--- src/rtl/wb_queue.sv ---
// Purpose : register-file writeback queue merging mem and ALU producers, with read-address hazard detection.
// Latency : request accepted at edge N drives wr_* in cycle N+1 and is written to the file at edge N+2.
// Backpress: ready from registered occupancy only; mem has priority for the last free slot; drain never stalls.
//
// Optional build macro: WB_FORWARD_EN adds o_rs_fwd_data / o_rt_fwd_data (youngest matching queued data).
//
// Ports:
//   i_clk, i_rst                  rising-edge clock, synchronous active-high reset
//   i_mem_valid/o_mem_ready       memory-unit writeback handshake, i_mem_rd / i_mem_data payload
//   i_alu_valid/o_alu_ready       ALU writeback handshake, i_alu_rd / i_alu_data payload
//   o_wr_en, o_wr_rd, o_wr_data   register-file write port, driven from the head entry
//   i_rs, i_rt                    decode read addresses
//   o_rs_busy, o_rt_busy          a queued write (head included) targets the read address
//   o_count                       number of valid entries
//   o_rs_fwd_data, o_rt_fwd_data  (WB_FORWARD_EN) youngest queued data for rs / rt, 0 when not busy
module wb_queue #(
    parameter int DEPTH = 4,
    parameter int AW    = $clog2(DEPTH)
) (
    input  logic          i_clk,
    input  logic          i_rst,
    input  logic          i_mem_valid,
    output logic          o_mem_ready,
    input  logic [4:0]    i_mem_rd,
    input  logic [31:0]   i_mem_data,
    input  logic          i_alu_valid,
    output logic          o_alu_ready,
    input  logic [4:0]    i_alu_rd,
    input  logic [31:0]   i_alu_data,
    output logic          o_wr_en,
    output logic [4:0]    o_wr_rd,
    output logic [31:0]   o_wr_data,
    input  logic [4:0]    i_rs,
    input  logic [4:0]    i_rt,
    output logic          o_rs_busy,
    output logic          o_rt_busy,
    output logic [AW:0]   o_count
`ifdef WB_FORWARD_EN
    ,
    output logic [31:0]   o_rs_fwd_data,
    output logic [31:0]   o_rt_fwd_data
`endif
);

    logic [4:0]    r_rd   [DEPTH];
    logic [31:0]   r_data [DEPTH];
    logic [AW-1:0] r_head;
    logic [AW-1:0] r_tail;
    logic [AW:0]   r_count;

    logic [AW:0]   w_free;
    logic          w_mem_ready;
    logic          w_alu_ready;
    logic          w_mem_push;
    logic          w_alu_push;
    logic          w_pop;
    logic [AW:0]   w_push_cnt;
    logic [AW-1:0] w_alu_slot;
    logic [AW-1:0] w_idx;
    logic          w_rs_hit;
    logic          w_rt_hit;
`ifdef WB_FORWARD_EN
    logic [31:0]   w_rs_fwd;
    logic [31:0]   w_rt_fwd;
`endif

    // Free space comes from the registered count only: a pop in this cycle
    // does not free a slot until the next cycle.
    assign w_free      = (AW+1)'(DEPTH) - r_count;
    assign w_mem_ready = (w_free != '0);
    // The ALU only gets the last free slot when the memory unit is not asking for it.
    assign w_alu_ready = (w_free >= (AW+1)'(2)) | ((w_free == (AW+1)'(1)) & ~i_mem_valid);

    // rd==0 requests complete the handshake but are never stored.
    assign w_mem_push  = i_mem_valid & w_mem_ready & (i_mem_rd != 5'd0);
    assign w_alu_push  = i_alu_valid & w_alu_ready & (i_alu_rd != 5'd0);
    assign w_pop       = (r_count != '0);
    assign w_push_cnt  = (AW+1)'(w_mem_push) + (AW+1)'(w_alu_push);
    // Mem entry takes the older slot when both push in the same cycle.
    assign w_alu_slot  = r_tail + AW'(w_mem_push);

    always_ff @(posedge i_clk) begin
        if (i_rst) begin
            r_head  <= '0;
            r_tail  <= '0;
            r_count <= '0;
        end else begin
            if (w_pop) begin
                r_head <= r_head + 1'b1;
            end
            r_tail  <= r_tail + AW'(w_push_cnt);
            r_count <= r_count + w_push_cnt - (AW+1)'(w_pop);
        end
    end

    // Payload storage needs no reset; occupancy is tracked by head/tail/count.
    always_ff @(posedge i_clk) begin
        if (w_mem_push) begin
            r_rd[r_tail]   <= i_mem_rd;
            r_data[r_tail] <= i_mem_data;
        end
        if (w_alu_push) begin
            r_rd[w_alu_slot]   <= i_alu_rd;
            r_data[w_alu_slot] <= i_alu_data;
        end
    end

    // Walk entries oldest to youngest so a later match overrides an earlier one,
    // leaving the youngest matching data in the forwarding result.
    always_comb begin
        w_idx    = r_head;
        w_rs_hit = 1'b0;
        w_rt_hit = 1'b0;
`ifdef WB_FORWARD_EN
        w_rs_fwd = '0;
        w_rt_fwd = '0;
`endif
        for (int k = 0; k < DEPTH; k++) begin
            w_idx = r_head + AW'(k);
            if ((AW+1)'(k) < r_count) begin
                if ((i_rs != 5'd0) && (r_rd[w_idx] == i_rs)) begin
                    w_rs_hit = 1'b1;
`ifdef WB_FORWARD_EN
                    w_rs_fwd = r_data[w_idx];
`endif
                end
                if ((i_rt != 5'd0) && (r_rd[w_idx] == i_rt)) begin
                    w_rt_hit = 1'b1;
`ifdef WB_FORWARD_EN
                    w_rt_fwd = r_data[w_idx];
`endif
                end
            end
        end
    end

    assign o_mem_ready = w_mem_ready;
    assign o_alu_ready = w_alu_ready;
    assign o_wr_en     = w_pop;
    assign o_wr_rd     = r_rd[r_head];
    assign o_wr_data   = r_data[r_head];
    assign o_rs_busy   = w_rs_hit;
    assign o_rt_busy   = w_rt_hit;
    assign o_count     = r_count;
`ifdef WB_FORWARD_EN
    assign o_rs_fwd_data = w_rs_fwd;
    assign o_rt_fwd_data = w_rt_fwd;
`endif

endmodule
--- config.mk ---
export PLATFORM = sky130hd
export DESIGN_NAME = wb_queue
export DESIGN_NICKNAME = d
export VERILOG_FILES = /design/src/rtl/wb_queue.sv
export SDC_FILE = /design/constraint.sdc
export NUM_CORES = 1
export LEC_CHECK = 0
export CELL_PAD_IN_SITES_DETAIL_PLACEMENT = 1
export CELL_PAD_IN_SITES_GLOBAL_PLACEMENT = 1
export CORE_UTILIZATION = 46
export DETAILED_ROUTE_END_ITERATION = 16
export HOLD_SLACK_MARGIN = 0.05
export PLACE_DENSITY = 0.86
export SYNTH_ARGS = -nofsm -noshare
export SYNTH_HDL_FRONTEND = slang
export SYNTH_SLANG_ARGS = --single-unit
--- constraint.sdc ---
create_clock -name i_clk -period 5.15 [get_ports i_clk]
set_clock_uncertainty 0.1 [all_clocks]
set_input_delay 0.515 -clock i_clk [delete_from_list [all_inputs] [get_ports i_clk]]
set_output_delay 0.515 -clock i_clk [all_outputs]
set_load 0.1 [all_outputs]
# [Yosys cells after proc, flatten, opt, wreduce, memory -nomap -nowiden]
# Memories as Yosys holds them, arrays and structs flattened. A register that Yosys moved wholly into a read port is not among the register bits.
# Index checks and enable logic that the tools add are counted.
[totals] ff_bits=7 mem_bits_rw=148 out_inout_bits=45 memories=2
[memory_table] memory="r_data" words=4 width=32 read_ports=1 rd_ports_with_merged_regs=1 wr=2 line_no="46" source="logic [31:0] r_data [DEPTH];"
[memory_table] memory="r_rd" words=4 width=5 read_ports=4 rd_ports_with_merged_regs=1 wr=2 line_no="45" source="logic [4:0] r_rd [DEPTH];"
[op_classes] n_addsub=9 order_cmp=5 n_eq_ne=9 mux=24 bitwise_logic=7 reduce_logical=14
[ops] op="equality test 5 bit" n=8
[ops] op="2-to-1 mux 1 bit" n=20
[ops] op="nonzero test 5 bit" n=4
[ops] op="logical AND 1 bit" n=8
[ops] op="2-to-1 mux 2 bit" n=4
[ops] op="< comparator 1 x 3 -> 1 bit (first input constant)" n=2
[ops] op="< comparator 2 x 3 -> 1 bit (first input constant)" n=2
[ops] op="nonzero test 3 bit" n=2
[ops] op="bitwise AND 1 bit" n=5
[ops] op="adder 2 bit (second input constant)" n=2
[ops] op="adder 3 x 2 -> 3 bit" n=1
[ops] op="equality test 3 x 1 -> 1 bit (second input constant)" n=1
[ops] op="greater-or-equal comparator 3 x 2 -> 1 bit (second input constant)" n=1
[ops] op="subtractor 3 x 1 -> 3 bit" n=1
[ops] op="subtractor 3 bit (first input constant)" n=1
[ops] op="adder 1 x 1 -> 2 bit" n=1
[ops] op="adder 2 x 1 -> 2 bit" n=1
[ops] op="adder 2 x 1 -> 2 bit (second input constant)" n=1
[ops] op="adder 2 bit" n=1
[ops] op="NOT 1 bit" n=1
[ops] op="OR 1 bit" n=1

# [Depth between registers and ports, before layout]
[logic_depth] word_depth=10 depth_mapped=15 ltp_nobuf=15

# [Least setup slack after synthesis]
# No wires, ideal clock.
[synth_timing] path_type="register to register" startpoint="reg r_count[0] (netlist: o_count[0])" endpoint="mem r_data[3][0] (enable)" setup_ns=0.439 arrival_time_ns=4.687 setup_slack_ns=-0.076 stages_incl_launch_ff=12 n_path_buf=2 synth_period_minus_slack_ns=5.226 cell_sequence="dfxtp_1 > inv_1 > ha_1 > ha_1 > inv_1 > o311a_1 > ha_1 > xor2_1 > and3_1 > buf_2 > buf_1 > o21bai_1"
[synth_rtl] item="start: declaration" line_no="49" source="logic [AW:0] r_count;"
[synth_rtl] item="start signal: assignment" line_no="92" source="r_count <= r_count + w_push_cnt - (AW+1)'(w_pop);"
[synth_rtl] item="end: declaration" line_no="46"

# [Worst setup path after layout]
[layout_timing] startpoint="reg r_head[0]" endpoint="out o_rt_busy"
[layout_via] elab_chain_cells=10 elab_cells_between_ends=16 cone_classes="add/sub (3); eq/ne (3); mux (6); reduce/logical (3); memory (1)"
[layout_lines] item="start: declaration" line_no="47" source="logic [AW-1:0] r_head;"
[layout_lines] item="start signal: assignment" line_no="89" source="r_head <= r_head + 1'b1;"
[layout_lines] item="adder 2 x 1 -> 2 bit" line_no="119" source="w_idx = r_head + AW'(k);"
[layout_lines] item="memory (4 x 5 bit) (*)"
[layout_lines] item="equality test 5 bit" line_no="127" source="if ((i_rt != 5'd0) && (r_rd[w_idx] == i_rt)) begin"
[layout_lines] item="logical AND 1 bit" line_no="127"
[layout_lines] item="2-to-1 mux 1 bit" line_no="127"
[layout_lines] item="2-to-1 mux 1 bit" line_no="120" source="if ((AW+1)'(k) < r_count) begin"
[layout_lines] item="2-to-1 mux 1 bit" line_no="127"
[layout_lines] item="2-to-1 mux 1 bit" line_no="120"
[layout_lines] item="2-to-1 mux 1 bit" line_no="127"
[layout_lines] item="2-to-1 mux 1 bit (*)" line_no="120"
[layout_lines] item="end: declaration" line_no="36" source="output logic o_rt_busy,"
# Every way passes the cells marked *; elsewhere a longest branch is shown, timed or not.

==> metrics <==
htree depth=4; outcome=completed; Syn-to-layout area delta=24.8%; Final Hold Fails=0; full die area=19400 um2; Ports=133; Max Slew Vio Count=0; slowest CP cell=dfxtp_1; cts repair resizes=0; ANT nets after route=0; Post-Syn Area per Cell=16.0 um2; port buffer count=132; synthesized area=8670 um2; vias in the first global route=5968; Required @ worst endpoint=4.53 ns; CP peak stage delay=0.92 ns; antenna cell count=0; Most common cell on crit path=or4_1; Max Buffers Root-to-Sink=2; hpwl dp=15300 um; cts hold-fix bufs=0; Tcrit/Tclk final=0.806; nets=766; Final Setup Violations=0; DP Cell Count=876; Starting Density=0.476; Critical Path Start Type=register; # DRC=0; Post CTS Setup Buffer Count=0; Wirelength per Cell=25.3 um; cell count after synthesis=541; sequential area share after synthesis=0.533; type of destination of the critical path=primary output; WP data arrival=3.54 ns; via/cell ratio=5.90; drt initial violations=261; FP Rows=49; achievable frequency=241 MHz; Num CTS Buffers=17; Overall Global Routing Usage=0.251; FF+latch count, synth=157; Hold/Removal Path Class=reg -> reg; Tmin final=4.15 ns; first-pass GRT wire length=35700 um; layout cells sized above 1=0.362; Mapped Nets=641; initial antenna violation count=1; RSZ-0062 raised after global routing=false; area of the core=18200 um2; WS Path Type=reg -> out; Die H=139 um; DIE WIDTH=139 um; most frequent cells in the layout=148 x mux2_2, 148 x edfxtp_1, 130 x clkdlybuf4s50_1; largest net degree at the start of global routing=38; TNS Setup=0 ns; clk sink count=157; Final Wtd Congestion=0.935; maxcap violations=0; worst slew pin tran=1.09 ns; routed vias=5360; crit-path max FO=18; CTS tree=yes; clk slew on worst S/H paths=0.06 ns; First-pass DRT Iterations=4; warning count from the yosys run=0; Slew HR=0.273; Routed WL=23000 um; worst path cell trace=mux2i_1, xnor2_1, or4_1, or4_1, a31oi_1, o21ba_1, buf_4; Skew-Pair Late Insertion Delay=0.43 ns; Distinct cells, synth=38; post-route insts no fill=908; Root Driver=clkbuf_16; GRT overflow=0
## final cells by class
cell class / instances / area [um2]
fill: 1664 / 7390
sequential: 157 / 4630
multi-input combinational: 334 / 3870
timing repair buffer: 143 / 1400
clock buffer: 17 / 425
tap: 229 / 287
clock inverter: 15 / 159
inverter: 13 / 48.8
## flip-flops by register name, summed over array words and instances (netlist names), named ones only
register	flops
o_count	3
r_data	128
r_head	2
r_rd	20
r_tail	2
## cell families (layout without fill, tap and decap cells)
group,after synthesis,in the layout,share of synthesized area
simple gates,49,49,0.0296
compound gates,19,19,0.0153
xor+xnor,49,49,0.0495
buf+inv,50,188,0.0240
fa+ha+maj,12,12,0.0182
mux,205,205,0.330
flops,157,157,0.533
## final timing paths
kind | end | startpoint | slack, ns | cells after the start
setup / recovery | o_rt_busy | r_head[0] | 1.0 | 7
hold / removal | o_count[2] | o_count[2] | 0.60 | 2
setup reg to reg | r_rd[3][4] | o_count[0] | 1.38 | 10
hold reg to reg | o_count[2] | o_count[2] | 0.60 | 2
## stage by stage
stage          utilization  cell area (um2)  setup slack [ns]  hold slack (ns)
2_1_floorplan            -             8680             0.385            0.482
4_1_cts              0.594            10800             0.936            0.597
3_5_place_dp         0.562            10200             0.979            0.592
5_1_grt              0.594            10800             0.763            0.630
6_report             0.594            10800              1.00            0.603
3_3_place_gp         0.562            10200              1.06            0.542
## routing by layer
layer  vias up  track usage  wire length, um
li1       2385            -                -
met1      2778        0.299             9170
met2       163        0.439            12300
met3        32       0.0626             1070
met4         2       0.0936              476
met5         -            0               11
## cells in the mapped netlist
cell type | instances | area (um2)
a211oi_1 | 1 | 7.51
a21oi_1 | 3 | 15.0
a31o_2 | 2 | 17.5
a31oi_1 | 2 | 12.5
and3_1 | 2 | 12.5
buf_1 | 9 | 33.8
buf_2 | 10 | 50.1
buf_6 | 1 | 11.3
clkbuf_1 | 17 | 63.8
dfxtp_1 | 9 | 180
edfxtp_1 | 148 | 4440
fa_1 | 1 | 20.0
ha_1 | 11 | 138
inv_1 | 13 | 48.8
mux2_2 | 148 | 1670
mux2i_1 | 8 | 80.1
mux2i_2 | 1 | 13.8
mux4_1 | 5 | 131
mux4_2 | 43 | 968
nand2_1 | 5 | 18.8
nand2b_1 | 1 | 6.26
nand3_1 | 6 | 30.0
nand4_1 | 3 | 18.8
nor2_1 | 10 | 37.5
nor2b_1 | 3 | 18.8
nor3_1 | 9 | 45.0
nor3b_1 | 2 | 15.0
nor4_1 | 1 | 6.26
o21ai_0 | 4 | 20.0
o21ba_1 | 1 | 10.0
o21bai_1 | 2 | 15.0
o311a_1 | 2 | 20.0
o31ai_1 | 2 | 15.0
or2_2 | 1 | 6.26
or3_1 | 3 | 18.8
or4_1 | 3 | 22.5
xnor2_1 | 35 | 307
xor2_1 | 14 | 123
## critical path, delay by kind of cell, from the launching register on
family | cells | cell delay [ns]
AND/OR/NAND/NOR | 2 | 0.98
AO/OA/AOI/OAI | 2 | 0.31
XOR/XNOR | 1 | 0.14
buffers and inverters | 1 | 0.29
multiplexers | 1 | 0.48
flip-flops | 1 | 0.92
Power is left out: the tool's default activity adds up to more than one toggle a clock period on the data nets, which glitch-free logic cannot reach.
